`config.mk`:
```
export PLATFORM = sky130hd
export DESIGN_NAME = keypad_scan_entry
export DESIGN_NICKNAME = d
export VERILOG_FILES = /design/src/rtl/keypad_scan_entry.sv
export SDC_FILE = /design/constraint.sdc
export NUM_CORES = 1
export LEC_CHECK = 0
export ABC_AREA = 1
export BUFFER_PORTS_ARGS = -buffer_cell sky130_fd_sc_hd__buf_2
export CAP_MARGIN = 10
export CORE_MARGIN = 2
export CORE_UTILIZATION = 58
export DETAILED_ROUTE_END_ITERATION = 10
export PLACE_DENSITY_LB_ADDON = 0.15
export SLEW_MARGIN = 0
export SYNTH_ARGS = -nofsm -noshare
export SYNTH_HDL_FRONTEND = slang
export SYNTH_SLANG_ARGS = --single-unit
```
`constraint.sdc`:
```
create_clock -name clk -period 7.65 [get_ports clk]
set_input_delay 1.53 -clock clk [delete_from_list [all_inputs] [get_ports clk]]
set_output_delay 1.53 -clock clk [all_outputs]
set_load 0.01 [all_outputs]
```
`src/rtl/keypad_scan_entry.sv`:
```
// 4x4 hex keypad scanner with whole-round debounce and a 16-bit hex entry shift register.
// Latency: DEBOUNCE*4*SCAN_DIV+1 clk from a clean press to key_valid; no backpressure, key_valid is a pulse.
module keypad_scan_entry #(
  parameter int SCAN_DIV = 16,
  parameter int DEBOUNCE = 3
) (
  input  logic        clk,
  input  logic        rst,
  input  logic [3:0]  row_n,
  input  logic        clear,
  output logic [3:0]  col_n,
  output logic [3:0]  key_code,
  output logic        key_valid,
  output logic [15:0] entry,
  output logic [2:0]  digit_count,
  output logic        key_down
);

  localparam int DIV_W = (SCAN_DIV > 1) ? $clog2(SCAN_DIV) : 1;
  localparam int CNT_W = (DEBOUNCE > 0) ? $clog2(DEBOUNCE + 1) : 1;
  localparam logic [DIV_W-1:0] DIV_LAST = DIV_W'(SCAN_DIV - 1);
  localparam logic [CNT_W-1:0] CNT_LAST = CNT_W'(DEBOUNCE - 1);

  typedef enum logic [1:0] {
    IDLE       = 2'd0,
    PRESS_DB   = 2'd1,
    PRESSED    = 2'd2,
    RELEASE_DB = 2'd3
  } state_t;

  logic [DIV_W-1:0] div;
  logic [1:0]       col;
  logic             sample;
  logic             round_done;

  assign sample     = (div == DIV_LAST);
  assign round_done = sample && (col == 2'd3);

  always_ff @(posedge clk) begin
    if (rst) begin
      div <= '0;
      col <= 2'd0;
    end else if (sample) begin
      div <= '0;
      col <= col + 2'd1;
    end else begin
      div <= div + 1'b1;
    end
  end

  // Hits in the current column: 0, 1, or 2 meaning "two or more".
  logic [1:0] col_hits;
  logic [1:0] col_row;

  always_comb begin
    col_hits = 2'd0;
    col_row  = 2'd0;
    for (int r = 0; r < 4; r++) begin
      if (!row_n[r]) begin
        col_row = 2'(r);
        if (col_hits != 2'd2) col_hits = col_hits + 2'd1;
      end
    end
  end

  logic [1:0] acc_hits;
  logic [3:0] acc_code;
  logic [2:0] hit_sum;
  logic [1:0] merged_hits;
  logic [3:0] merged_code;
  logic       round_one;
  logic [3:0] round_code;

  always_comb begin
    hit_sum     = {1'b0, acc_hits} + {1'b0, col_hits};
    merged_hits = (hit_sum >= 3'd2) ? 2'd2 : hit_sum[1:0];
    merged_code = (col_hits != 2'd0) ? {col_row, col} : acc_code;
    round_one   = round_done && (merged_hits == 2'd1);
    round_code  = merged_code;
  end

  always_ff @(posedge clk) begin
    if (rst || round_done) begin
      acc_hits <= 2'd0;
      acc_code <= 4'd0;
    end else if (sample) begin
      acc_hits <= merged_hits;
      acc_code <= merged_code;
    end
  end

  state_t           state, state_nxt;
  logic [CNT_W-1:0] cnt, cnt_nxt;
  logic [3:0]       cand, cand_nxt;
  logic             accept;
  logic [3:0]       accept_code;

  always_ff @(posedge clk) begin
    if (rst) begin
      state <= IDLE;
      cnt   <= '0;
      cand  <= 4'd0;
    end else begin
      state <= state_nxt;
      cnt   <= cnt_nxt;
      cand  <= cand_nxt;
    end
  end

  always_comb begin
    state_nxt   = state;
    cnt_nxt     = cnt;
    cand_nxt    = cand;
    accept      = 1'b0;
    accept_code = cand;
    if (round_done) begin
      unique case (state)
        IDLE: begin
          if (round_one) begin
            cand_nxt = round_code;
            cnt_nxt  = CNT_W'(1);
            if (DEBOUNCE == 1) begin
              state_nxt   = PRESSED;
              accept      = 1'b1;
              accept_code = round_code;
            end else begin
              state_nxt = PRESS_DB;
            end
          end
        end
        PRESS_DB: begin
          if (!round_one) begin
            state_nxt = IDLE;
            cnt_nxt   = '0;
          end else if (round_code != cand) begin
            cand_nxt = round_code;
            cnt_nxt  = CNT_W'(1);
          end else begin
            cnt_nxt = cnt + 1'b1;
            if (cnt == CNT_LAST) begin
              state_nxt = PRESSED;
              accept    = 1'b1;
            end
          end
        end
        PRESSED: begin
          // Any single key keeps the press alive; only a clean NONE starts release.
          if (!round_one) begin
            if (DEBOUNCE == 1) begin
              state_nxt = IDLE;
              cnt_nxt   = '0;
            end else begin
              state_nxt = RELEASE_DB;
              cnt_nxt   = CNT_W'(1);
            end
          end
        end
        RELEASE_DB: begin
          if (round_one) begin
            state_nxt = PRESSED;
          end else if (cnt == CNT_LAST) begin
            state_nxt = IDLE;
            cnt_nxt   = '0;
          end else begin
            cnt_nxt = cnt + 1'b1;
          end
        end
        default: begin
          state_nxt = IDLE;
          cnt_nxt   = '0;
        end
      endcase
    end
  end

  always_comb begin
    col_n    = ~(4'b0001 << col);
    key_down = (state == PRESSED) || (state == RELEASE_DB);
  end

  // clear only owns entry/digit_count; the event itself still goes out.
  always_ff @(posedge clk) begin
    if (rst) begin
      key_valid   <= 1'b0;
      key_code    <= 4'd0;
      entry       <= 16'd0;
      digit_count <= 3'd0;
    end else begin
      key_valid <= accept;
      if (accept) key_code <= accept_code;
      if (clear) begin
        entry       <= 16'd0;
        digit_count <= 3'd0;
      end else if (accept) begin
        entry <= {entry[11:0], accept_code};
        if (digit_count != 3'd4) digit_count <= digit_count + 3'd1;
      end
    end
  end

endmodule

```
==> results.toml <==
[placement]
post_dp_cell_area_mm2 = 0.00243
gp_congestion = 0.847
dp_hpwl_mm = 3.28
numPortBuffers = 35
dp.cells = 385

[layout]
num_antenna_cells = 0
fin_area_mm2 = 0.00255
final_common_cell = "nand2_1"
area_delta_synth_final_pct = 14.2
drive_gt1_share_pct = 18.3
nets = 366
layout_common_cells = "53 x nand2_1, 49 x inv_1, 44 x dfxtp_1, 36 x nor2_1, 35 x buf_2"
final_cells = 393

[floorplanning]
ioPinCount = 36
die-area_mm2 = 0.00436
die_width_um = 66.1
die_y_um = 66.1
fp-row-count = 22
start_util_pct = 60.5
core_area_mm2 = 0.00369

[yosys]
netlist_area_mm2 = 0.00223
yosysTopAreaCellShare_pct = 39.4
syn-num-nets = 332
syn_area_per_cell_um2 = 7.20
yosysWarnings = 0
synth_area_leaders = "dfxtp_1 39%, nand2_1 8.9%, inv_1 8.2%, ha_1 7.8%, a21oi_1 6.9%"
yosys.area.top_type = "dfxtp_1"
synth-seq-cells = 44
ys_seq_area_share_pct = 39.4
ys.flop_type = "dfxtp_1"
synth_edf_count = 0
syn_inst = 310
synthDistinctLibCells = 28
postSynth.asyncResetShare_pct = 0

[cts]
clock-root-buffer = "clkbuf_8"
cts_sinks = 44
cts_setup_buffers = 0
cts_tree = "built"
htree_levels = 2
cts_made_buffers = 5
clock_latency_ns = 0.30
cts_hold_buf = 0
path_clk_slew_ns = 0.08
cts_resized = 0
cts_buffer_depth = 2

[pwr]
switchingPower_uw = 108
pwr-share-seq_pct = 50.5
p_leak_nw = 1.23
clkPwrFrac_pct = 40.8
comb_power_share_pct = 8.7
power.density_mw_per_mm2 = 179
p_int_uw = 350
switching_share_pct = 23.6
ir_drop_v = 0.000122

[grt]
grt_pass1_wl_mm = 7.38
grt_pass1_vias = 1770
grt-ovfl-total = 0
grt_max_degree = 25
grt_usage_pct = 22.1
use_met2_pct = 38.5
antenna_found_initial = 0
gr-max-usage-layer = "met2"
met3_usage_pct = 6.13
use_met1_pct = 26.1

[timing]
fmax_mhz = 221
period_needed_ns = 4.52
tns_ns = 0
worst_slew_margin_rel_pct = 46.2
hold_violations = 0
worstMarginPinSlew_ns = 0.804
setup_violations = 0
period_share_pct = 59.1
skew_ns = 0.00584
rsz0062_at_grt = "false"
final-max-slew-violation-count = 0

[worst_setup_path]
required_ns = 7.83
startpoint_type = "primary input"
crit_fanout = 24
cp-end-kind = "flip-flop"
path_class = "in -> reg"
worstPathArrival_ns = 4.70

[run]
maxCapViolations = 0

[route]
drc = 0
via_per_inst = 4.98
vias = 1957
wl_per_cell_um = 11.3
drtAntennaViolNets = 0
wirelength_mm = 4.44
first_iter_violations = 96
drt-pass1-iter-count = 4

[min_path]
hp-class = "reg -> reg"

[status]
status = "finished clean"
-- worst paths after layout --
path               start        end  slack, ns  cells after the start
max reg2reg  acc_hits[0]   entry[7]       5.00                     12
min reg2reg    entry[12]  entry[12]       0.45                      2
max             row_n[0]   entry[7]       3.13                     22
min            entry[12]  entry[12]       0.45                      2
-- cell type report --
type,instances,area (um^2)
flip-flops and latches,44,881
repair buffers,35,175
inverters,51,191
multi-input cells,207,1120
fillers,320,1140
clock inverters,2,38.8
well taps,48,60.1
clock buffers,6,82.6
-- layer usage --
layer	vias to the layer above	part of all wire, %
li1	1046	-
met3	6	5.2
met1	861	45
met4	0	1.3
met5	-	0
met2	44	48
-- stage by stage --
stage          setup WS (ns)  util [%]  total power [mW]  hold slack [ns]
2_1_floorplan           3.35         -             0.267            0.418
3_3_place_gp            2.96      65.9             0.275            0.432
3_5_place_dp            2.87      65.9             0.276            0.436
4_1_cts                 3.11      69.2             0.461            0.449
5_1_grt                 2.78      69.2             0.476            0.483
6_report                3.13      69.2             0.457            0.446
-- Yosys cell counts, types with 5 or more instances --
master / count
nor2_1: 36
nand2_1: 53
nand3_1: 20
inv_1: 49
ha_1: 14
a21oi_1: 31
o21ai_0: 20
clkbuf_1: 5
nand2_2: 10
dfxtp_1: 44
-- power by group through the flow --
stage	logic (mW)	clock network (mW)	registers [mW]
floorplan	0.0309	0	0.236
global placement	0.0383	0	0.237
detailed placement	0.0395	0	0.237
CTS	0.0401	0.190	0.231
global route	0.0454	0.200	0.231
finish	0.0396	0.187	0.231
-- cells by family after synthesis --
kind of cell	count (synthesis)	synth area share [%]
compound gates	57	13.1
flops	44	39.4
buf+inv	59	10.3
fa+ha+maj	15	8.74
simple gates	134	28.1
xor+xnor	1	0.392
-- critical path: stages --
cell and delay (ns):
buf_2 0.09, inv_1 0.04, ha_1 0.27, nand2_1 0.08
nand2_1 0.05, inv_1 0.05, ha_1 0.12, or2_1 0.13
nand2_4 0.10, inv_1 0.07, ha_1 0.13, inv_1 0.04
fa_1 0.51, nand2_1 0.07, nor2_1 0.14, nand2_1 0.16
nor2_1 0.18, nand2_1 0.14, clkinv_1 0.09, nand3_2 0.34
o21ai_0 0.30, a21oi_1 0.06
-- registers in the layout (all words and copies together) (netlist names), named ones only --
| signal | cells |
|---|---|
| key_valid | 1 |
| acc_code | 4 |
| div | 4 |
| cnt | 2 |
| accept_code | 4 |
| acc_hits | 2 |
| state | 1 |
| col | 2 |
| entry | 16 |
| key_code | 4 |
| digit_count | 3 |
No activity file was read; power rests on OpenSTA's default activity.
